[src/rtl/sipo_rx_pkg.sv]
// Shared types and defaults for the serial-in/parallel-out receiver.
package sipo_rx_pkg;
   localparam int WIDTH_DEF = 4;

   typedef enum logic [1:0] {
      IDLE   = 2'd0,
      SHIFT  = 2'd1,
      PARITY = 2'd2
   } state_t;
endpackage

[src/rtl/sipo_rx_outbuf.sv]
// Output holding register for sipo_rx: valid/ready handshake plus sticky overrun.
import sipo_rx_pkg::*;

module sipo_rx_outbuf #(
   parameter int WIDTH = WIDTH_DEF
) (
   input  logic             clk,
   input  logic             reset,
   input  logic             load,
   input  logic [WIDTH-1:0] din,
   input  logic             dout_ready,
   output logic [WIDTH-1:0] dout,
   output logic             dout_valid,
   output logic             overrun
);

   always_ff @(posedge clk or posedge reset) begin
      if (reset) begin
         dout       <= '0;
         dout_valid <= 1'b0;
         overrun    <= 1'b0;
      end else if (load) begin
         // a full, unaccepted buffer keeps its word; the newcomer is lost
         if (dout_valid && !dout_ready) begin
            overrun <= 1'b1;
         end else begin
            dout       <= din;
            dout_valid <= 1'b1;
         end
      end else if (dout_valid && dout_ready) begin
         dout_valid <= 1'b0;
      end
   end

endmodule

[src/rtl/sipo_rx.sv]
// Serial-in/parallel-out receiver, LSB first, framed by frame_start.
// Optional even-parity bit after each word when SIPO_RX_PARITY_EN is defined.
//
// state  | meaning
// IDLE   | waiting for a valid bit with frame_start
// SHIFT  | collecting data bits 1..WIDTH-1
// PARITY | data complete, waiting for the parity bit (SIPO_RX_PARITY_EN only)
import sipo_rx_pkg::*;

module sipo_rx #(
   parameter int WIDTH = WIDTH_DEF
) (
   input  logic             clk,
   input  logic             reset,
   input  logic             ser_in,
   input  logic             ser_valid,
   input  logic             frame_start,
   output logic [WIDTH-1:0] dout,
   output logic             dout_valid,
   input  logic             dout_ready,
   output logic             overrun,
   output logic             parity_err
);

   localparam int CW = $clog2(WIDTH + 1);

   state_t           state, state_nx;
   logic [CW-1:0]    count, count_nx;
   logic [WIDTH-1:0] shift, shift_nx;
   logic [WIDTH-1:0] word;
   logic             word_done;

   always_ff @(posedge clk or posedge reset) begin
      if (reset) begin
         state <= IDLE;
         count <= '0;
         shift <= '0;
      end else begin
         state <= state_nx;
         count <= count_nx;
         shift <= shift_nx;
      end
   end

`ifdef SIPO_RX_PARITY_EN
   logic perr_set;

   always_ff @(posedge clk or posedge reset) begin
      if (reset)
         parity_err <= 1'b0;
      else if (perr_set)
         parity_err <= 1'b1;
   end
`else
   assign parity_err = 1'b0;
`endif

   always_comb begin
      state_nx  = state;
      count_nx  = count;
      shift_nx  = shift;
      word      = shift;
      word_done = 1'b0;
`ifdef SIPO_RX_PARITY_EN
      perr_set  = 1'b0;
`endif
      if (ser_valid) begin
         // frame_start always wins: any partial word is dropped silently
         if (frame_start) begin
            state_nx = SHIFT;
            count_nx = CW'(1);
            shift_nx = {ser_in, {(WIDTH-1){1'b0}}};
         end else begin
            case (state)
               SHIFT: begin
                  shift_nx = {ser_in, shift[WIDTH-1:1]};
                  count_nx = count + 1'b1;
                  if (count == CW'(WIDTH - 1)) begin
`ifdef SIPO_RX_PARITY_EN
                     state_nx = PARITY;
`else
                     state_nx  = IDLE;
                     word_done = 1'b1;
                     word      = shift_nx;
`endif
                  end
               end
`ifdef SIPO_RX_PARITY_EN
               PARITY: begin
                  state_nx  = IDLE;
                  word_done = 1'b1;
                  word      = shift;
                  perr_set  = ^{shift, ser_in};
               end
`endif
               default: ;
            endcase
         end
      end
   end

   sipo_rx_outbuf #(.WIDTH(WIDTH)) u_outbuf (
      .clk        (clk),
      .reset      (reset),
      .load       (word_done),
      .din        (word),
      .dout_ready (dout_ready),
      .dout       (dout),
      .dout_valid (dout_valid),
      .overrun    (overrun)
   );

endmodule
[config.mk]
export PLATFORM = sky130hd
export DESIGN_NAME = sipo_rx
export DESIGN_NICKNAME = d
export VERILOG_FILES = /design/src/rtl/sipo_rx_pkg.sv /design/src/rtl/sipo_rx_outbuf.sv /design/src/rtl/sipo_rx.sv
export SDC_FILE = /design/constraint.sdc
export NUM_CORES = 1
export LEC_CHECK = 0
export BUFFER_PORTS_ARGS = -buffer_cell sky130_fd_sc_hd__buf_2
export CAP_MARGIN = 20
export CORE_MARGIN = 5
export CORE_UTILIZATION = 50
export DETAILED_ROUTE_END_ITERATION = 10
export MAX_ROUTING_LAYER = met4
export PLACE_DENSITY = 0.78
export SYNTH_ARGS = -nofsm -noshare
export SYNTH_HDL_FRONTEND = slang
export SYNTH_HIERARCHICAL = 1
export SYNTH_SLANG_ARGS = --single-unit
[constraint.sdc]
create_clock -name clk -period 2.2 [get_ports clk]
set_input_delay 0.22 -clock clk [delete_from_list [all_inputs] [get_ports clk]]
set_output_delay 0.22 -clock clk [all_outputs]
set_load 0.03 [all_outputs]
==> results.txt, run 1 <==
Outcome = finished, final reports clean
Post-layout util = 0.627
P_sw = 310 uW
Post-synthesis sequential area ratio = 0.474
Setup Crit Path Kind = register to register
Number of warnings issued by yosys = 6
Largest family of logic cells by synthesized area = multiplexers
Post-synth top area share = 0.474
H-tree levels = 1
Synth Area in Compound Gates = 0.0931
Core Rows = 13
Port bufs = 11
Multiplexer share of the synthesized area = 0.186
CTS sink cnt = 14
First-pass GRT wire length = 2080 um
TritonCTS Buffers = 3
DRC violations left = 0
Comb pwr share = 0.345
Initial antenna violation count = 0
Number of diodes = 0
RSZ-0062 raised after global routing = no
Max VDD drop = 0.476 mV
CTS Buffer Depth = 2
Post-Synth XOR/XNOR Area = 0
Sw frac = 0.347
Area grow syn2layout = 14.6%
Synth unique cells = 23
Power per Cell Area = 1050 nW/um2
NumNets Final = 79
CP startpoint = count[0]$_DFFE_PP0P_
Worst skew pair latency = 280 ps
Vias per cell = 5.36
Total Power = 893 uW
Yosys top cell by area = dfrtp_1
Crit path required time = 2360 ps
Final setup vio count = 0
Core area = 1350 um2
Clock power share = 0.207
Max cap viols = 0
Largest fanout on the critical path = 4
Commonest non-fill, non-tap cell in the layout = dfrtp_1
Post-route clock period utilization = 0.746
DRT Pass-1 Iters = 4
Reg-to-reg startpoint = count[0]$_DFFE_PP0P_
Root Driver = clkbuf_4
Clock Skews = 10.1 ps
Largest cells by area after synthesis = dfrtp_1, mux2_4, ha_1
Synth Area per Inst = 13.4 um2
Antenna Nets Post-Route = 0
Drt total wl = 1190 um
CP Capture Type = register
Total gr overflow = 0
Lkg Pwr = 0.478 nW
Final Hold Viols = 0
Minimum clock period = 1640 ps
Max Freq = 0.609 GHz
GR Util All Layers = 0.110
Post-CTS Setup Inserts = 0
Clock slew at reported path FFs = 80 ps
Mapped Area = 739 um2
Top Ports = 13
Fillers = 111
Simple-gate share of the synthesized area = 0.149
Number of global-route vias before repair = 476
Layout cell share with drive strength beyond 1 = 0.377
Die Height = 48.5 um
Post-Syn Nets = 64
Commonest cells after routing, fill and taps aside = dfrtp_1, buf_2, mux2_4
Yosys reg bits = 14
Hold WC Path Type = primary input to register
DIE WIDTH = 48.5 um
P_int = 584 uW
Via Count = 450
Hold WS = 183 ps
Detailed placer's ending HPWL = 886 um
Die area = 2350 um2
Initial Util = 0.548
Hold Startpoint = ser_in
CTS tree = done
CP startpoint kind = register
Avg WL per Cell = 14.2 um
Setup total negative slack = 0 ps
Iteration-0 DRC count of the detailed router = 13
Syn Inst Count = 55
Adder-cell share of the synthesized area = 0.0508
Reg power frac = 0.448
Worst EP arrival = 1800 ps
RePlAce Congestion = 0.781
Slew Viols, Final = 0
Largest net degree at the start of global routing = 11
[sequential cells by signal, indices dropped and copies added (netlist names)]
signal               count
shift                    4
u_outbuf/dout_valid      1
u_outbuf/dout            4
state                    1
count                    3
u_outbuf/overrun         1
[path summary, 6_finish.rpt]
check / slack (ps) / end / depth (start not counted)
setup / recovery: 560 / u_outbuf/dout[0]$_DFFE_PP0P_ / 5
hold reg to reg: 490 / count[0]$_DFFE_PP0P_ / 1
min in group asynchronous: 410 / u_outbuf/overrun$_DFFE_PP0P_ / 3
max in group asynchronous: 1510 / count[0]$_DFFE_PP0P_ / 3
hold / removal: 180 / shift[3]$_DFFE_PP0P_ / 2
setup reg to reg: 560 / u_outbuf/dout[0]$_DFFE_PP0P_ / 5
[stage by stage]
stage	instance area (um2)	worst slack, ps	cells
floorplan	739	618	55
global placement	801	600	79
detailed placement	801	555	79
CTS	847	544	84
global route	847	502	84
finish	847	559	84
[cell type report]
type,instances,area (um2),share of cell area
clock buffer,4,36.3,0.0428
sequential,14,350,0.414
inverter,5,18.8,0.0222
timing repair buffer,12,65.1,0.0768
tap,15,18.8,0.0222
multi-input combinational,34,358,0.422
[worst max-delay path: stages, from the launching register on]
cell and delay [ps]:
dfrtp_1 400, ha_1 220, ha_1 220, nand4b_4 120, mux2_4 310, mux2_4 270
[Yosys cell counts]
cell type and number:
dfrtp_1 14, nand4b_1 1, conb_1 1, and3b_1 1
nand2_1 2, mux2_4 7, nor2_1 1, inv_1 5
nand4b_4 1, buf_4 1, o21bai_1 1, buf_2 1
mux2i_1 1, nor2b_1 2, and4b_1 1, a22o_1 4
nand2b_4 1, ha_1 3, o21ai_2 1, nor4bb_1 1
nand2_4 1, a211o_1 2, mux2_1 2
[logic make-up (layout without fill, tap and decap cells)]
kind of cell | count (synthesis) | in the layout
fa+ha+maj | 3 | 3
other cells | 1 | 1
flops | 14 | 14
simple gates | 12 | 12
compound gates | 8 | 8
buf+inv | 7 | 21
mux | 10 | 10
[metal layers]
layer,GRT usage,up-vias,wire length (um)
met5,-,-,0
met1,0.143,218,556
met3,0.0336,2,70
met4,0.0404,0,7
li1,-,220,-
met2,0.159,10,554
[power groups by stage]
stage                     registers, mW  logic (mW)  clock network (mW)
after floorplan                   0.449       0.191                   0
final                             0.400       0.308               0.185
after global placement            0.403       0.302                   0
after detailed placement          0.407       0.310                   0
after CTS                         0.402       0.312               0.186
after global routing              0.414       0.335               0.204
[repair_timing]
action / 4_1_cts / 5_1_grt
hold buffers: 1 / 0
gates resized for setup: 0 / 0
endpoints found under the hold margin: 14 / 0
No activity file was read; power rests on OpenSTA's default activity.
==> inputs of run 2 (changes only) <==
- ABC_AREA: not set -> 1
- CORE_UTILIZATION: 50 -> 46
- PLACE_DENSITY: 0.78 -> 0.76
- clock period: 2.2 -> 1.35 ns (I/O delays scaled with it)
==> run 2 against run 1 <==
The run now ends with negative setup slack left. Routed wire length is 48% higher. Worst hold slack worse by 88 ps. Critical path depth is 3 higher. Combinational power is 150% higher. Final area is 8.3% higher. Clock power is 69% higher. First-iteration DRC count is 15% higher. Cell count is 45% higher. Largest cell class unchanged. Highest routed layer unchanged.
==> results.txt, run 2 <==
Total gr overflow = 0 (unchanged)
Most frequent cells after synthesis = nand2_1, dfrtp_1, inv_1 (was dfrtp_1, mux2_4, inv_1)
P_int = 1.01 mW (was 584 uW)
Largest net degree at the start of global routing = 9 (was 11)
CTS sink cnt = 14 (unchanged)
Clock slew at reported path FFs = 90 ps (was 80 ps)
Post-synth top area share = 0.503 (was 0.474)
Detailed placer's ending HPWL = 1000 um (was 886 um)
Clock power share = 0.181 (was 0.207)
Core area = 1470 um2 (was 1350 um2)
Synth unique cells = 14 (was 23)
Top Ports = 13 (unchanged)
P_sw = 716 uW (was 310 uW)
CP startpoint kind = register (unchanged)
Comb pwr share = 0.445 (was 0.345)
Initial Util = 0.474 (was 0.548)
Setup total negative slack = -16.9 ps (was 0 ps)
Number of warnings issued by yosys = 6 (unchanged)
DRC violations left = 0 (unchanged)
Max Freq = 0.732 GHz (was 0.609 GHz)
Synth async-reset ratio = 1.00 (unchanged)
Slew Viols, Final = 0 (unchanged)
CTS tree = done (unchanged)
Crit Reg-Reg Endpoint = u_outbuf/dout[3]$_DFFE_PP0P_ (was u_outbuf/dout[0]$_DFFE_PP0P_)
Reg power frac = 0.375 (was 0.448)
Number of global-route vias before repair = 586 (was 476)
Syn Inst Count = 86 (was 55)
R2R depth = 8 (was 5)
Drt total wl = 1760 um (was 1190 um)
Max cap viols = 0 (unchanged)
Commonest cells after routing, fill and taps aside = nand2_1, dfrtp_1, buf_2 (was dfrtp_1, buf_2, mux2_4)
Via Count = 624 (was 450)
CP Capture Type = register (unchanged)
Largest cells by area after synthesis = dfrtp_1, nand2_1, o21ai_0 (was dfrtp_1, mux2_4, ha_1)
Iteration-0 DRC count of the detailed router = 15 (was 13)
Final Hold Viols = 0 (unchanged)
Largest fanout on the critical path = 5 (was 4)
DRT Pass-1 Iters = 4 (unchanged)
NumNets Final = 116 (was 79)
Die Height = 48.9 um (was 48.5 um)
Layout cell share with drive strength beyond 1 = 0.358 (was 0.377)
Die area = 2390 um2 (was 2350 um2)
H-tree levels = 1 (unchanged)
Area grow syn2layout = 31.6% (was 14.6%)
First-pass GRT wire length = 2730 um (was 2080 um)
Total Power = 1.73 mW (was 893 uW)
Power per Cell Area = 1880 nW/um2 (was 1050 nW/um2)
Hold WC Path Type = primary input to register (unchanged)
Commonest non-fill, non-tap cell in the layout = nand2_1 (was dfrtp_1)
Final setup vio count = 1 (was 0)
Hold WS = 95.2 ps (was 183 ps)
Root Driver = clkbuf_4 (unchanged)
Mapped Area = 697 um2 (was 739 um2)
Antenna Nets Post-Route = 0 (unchanged)
RePlAce Congestion = 0.814 (was 0.781)
Post-layout util = 0.623 (was 0.627)
Crit path required time = 1520 ps (was 2360 ps)
CP endpoint = u_outbuf/dout[3]$_DFFE_PP0P_ (was u_outbuf/dout[0]$_DFFE_PP0P_)
Outcome = complete, but fails checks (was finished, final reports clean)
Max VDD drop = 1.59 mV (was 0.476 mV)
Final WS setup = -16.9 ps (was 559 ps)
Failing checks = negative setup slack
Post-route clock period utilization = 1.01 (was 0.746)
Worst skew pair latency = 290 ps (was 280 ps)
Sw frac = 0.415 (was 0.347)
Biggest registers after layout = shift x4, u_outbuf/dout x4, count x3 (unchanged)
Avg WL per Cell = 14.4 um (was 14.2 um)
DIE WIDTH = 48.9 um (was 48.5 um)
Lkg Pwr = 0.493 nW (was 0.478 nW)
Yosys reg bits = 14 (unchanged)
Number of flops mapped to enable cells by yosys = 0 (unchanged)
CTS Buffer Depth = 2 (unchanged)
Count leader, synth = nand2_1 (was dfrtp_1)
Clock Skews = 2.07 ps (was 10.1 ps)
Post-synthesis sequential area ratio = 0.503 (was 0.474)
Synth Flop Type = dfrtp_1 (unchanged)
Minimum clock period = 1370 ps (was 1640 ps)
Post-Syn Nets = 95 (was 64)
RSZ-0062 raised after global routing = yes (was no)
Core Rows = 14 (was 13)
Synth Area per Inst = 8.10 um2 (was 13.4 um2)
Worst EP arrival = 1540 ps (was 1800 ps)
Port bufs = 11 (unchanged)
Yosys top cell by area = dfrtp_1 (unchanged)
Setup Crit Path Kind = register to register (unchanged)
Reg2reg setup slack = -20 ps (was 560 ps)
Initial antenna violation count = 0 (unchanged)
CP startpoint = count[1]$_DFFE_PP0P_ (was count[0]$_DFFE_PP0P_)
TritonCTS Buffers = 3 (unchanged)
Dpl ws = -21.4 ps (was 555 ps)
Number of diodes = 0 (unchanged)
Reg-to-reg startpoint = count[1]$_DFFE_PP0P_ (was count[0]$_DFFE_PP0P_)
GR Util All Layers = 0.151 (was 0.110)
Vias per cell = 5.11 (was 5.36)
run 2: cell count changes in the layout (fill, tap and decap cells not counted), moves of 4 or more:
cell / change
a22o_1: -4
buf_4: +4
o21ai_0: +8
nand2_1: +23
inv_1: +4
nand2_2: +6
inv_2: +4
mux2_4: -7
nand3_1: +6
run 2: metrics by stage:
stage	cell area [um2]	cells
5_1_grt	917	122
4_1_cts	842	120
3_5_place_dp	764	112
2_1_floorplan	697	86
6_report	917	122
3_3_place_gp	764	112
run 2: metal layers:
layer	vias to the layer above	routed length (um)	GRT usage
met3	5	91	0.0214
li1	304	-	-
met2	23	895	0.257
met4	0	40	0.0807
met1	292	732	0.169
met5	-	0	-
run 2: timing repair:
item / CTS / global route
endpoints found under the setup margin: 3 / 6
hold buffers: 1 / 0
pin swaps: 2 / 15
buffers inserted: 2 / 2
gates resized for setup: 4 / 15
gates cloned: 1 / 0
endpoints found under the hold margin: 14 / 0
run 2: worst max-delay path, cell delays in order (launching register included):
cell and delay, ps:
dfrtp_1 430, ha_4 200, ha_4 170, nand2_4 100
nor2_4 50, nand2_1 60, o21ai_0 70, nand3_1 90
nand2_1 80
run 2: final cells by class:
type | count | area (um2)
Inverter | 13 | 48.8
Clock buffer | 4 | 36.3
Timing Repair Buffer | 16 | 95.1
Fill cell | 133 | 554
Multi-Input combinational cell | 59 | 367
Sequential cell | 14 | 350
Tap cell | 16 | 20.0
run 2: cells by family after synthesis:
| logic type | share of synthesized area |
|---|---|
| adder cells (fa/ha/maj) | 0.0539 |
| AND/OR/NAND/NOR | 0.282 |
| buffers and inverters | 0.0808 |
| flip-flops | 0.503 |
| AO/OA/AOI/OAI | 0.0754 |
| other | 0.00538 |
run 2: power groups by stage:
stage | Sequential [mW] | Clock (mW) | Combinational [mW]
after floorplan | 0.727 | 0 | 0.290
after global placement | 0.624 | 0 | 0.511
after detailed placement | 0.630 | 0 | 0.525
after CTS | 0.627 | 0.319 | 0.573
after global routing | 0.666 | 0.342 | 0.824
final | 0.647 | 0.312 | 0.768
run 2: worst min-delay path by stage:
stage	startpoint	end	slack [ps]	cells after the start
floorplan	reset	u_outbuf/dout[0]$_DFFE_PP0P_	-70	1
global placement	reset	u_outbuf/overrun$_DFFE_PP0P_	60	2
detailed placement	reset	u_outbuf/dout[3]$_DFFE_PP0P_	70	2
CTS	ser_in	shift[3]$_DFFE_PP0P_	90	3
global route	ser_in	shift[3]$_DFFE_PP0P_	100	3
finish	ser_in	shift[3]$_DFFE_PP0P_	100	3
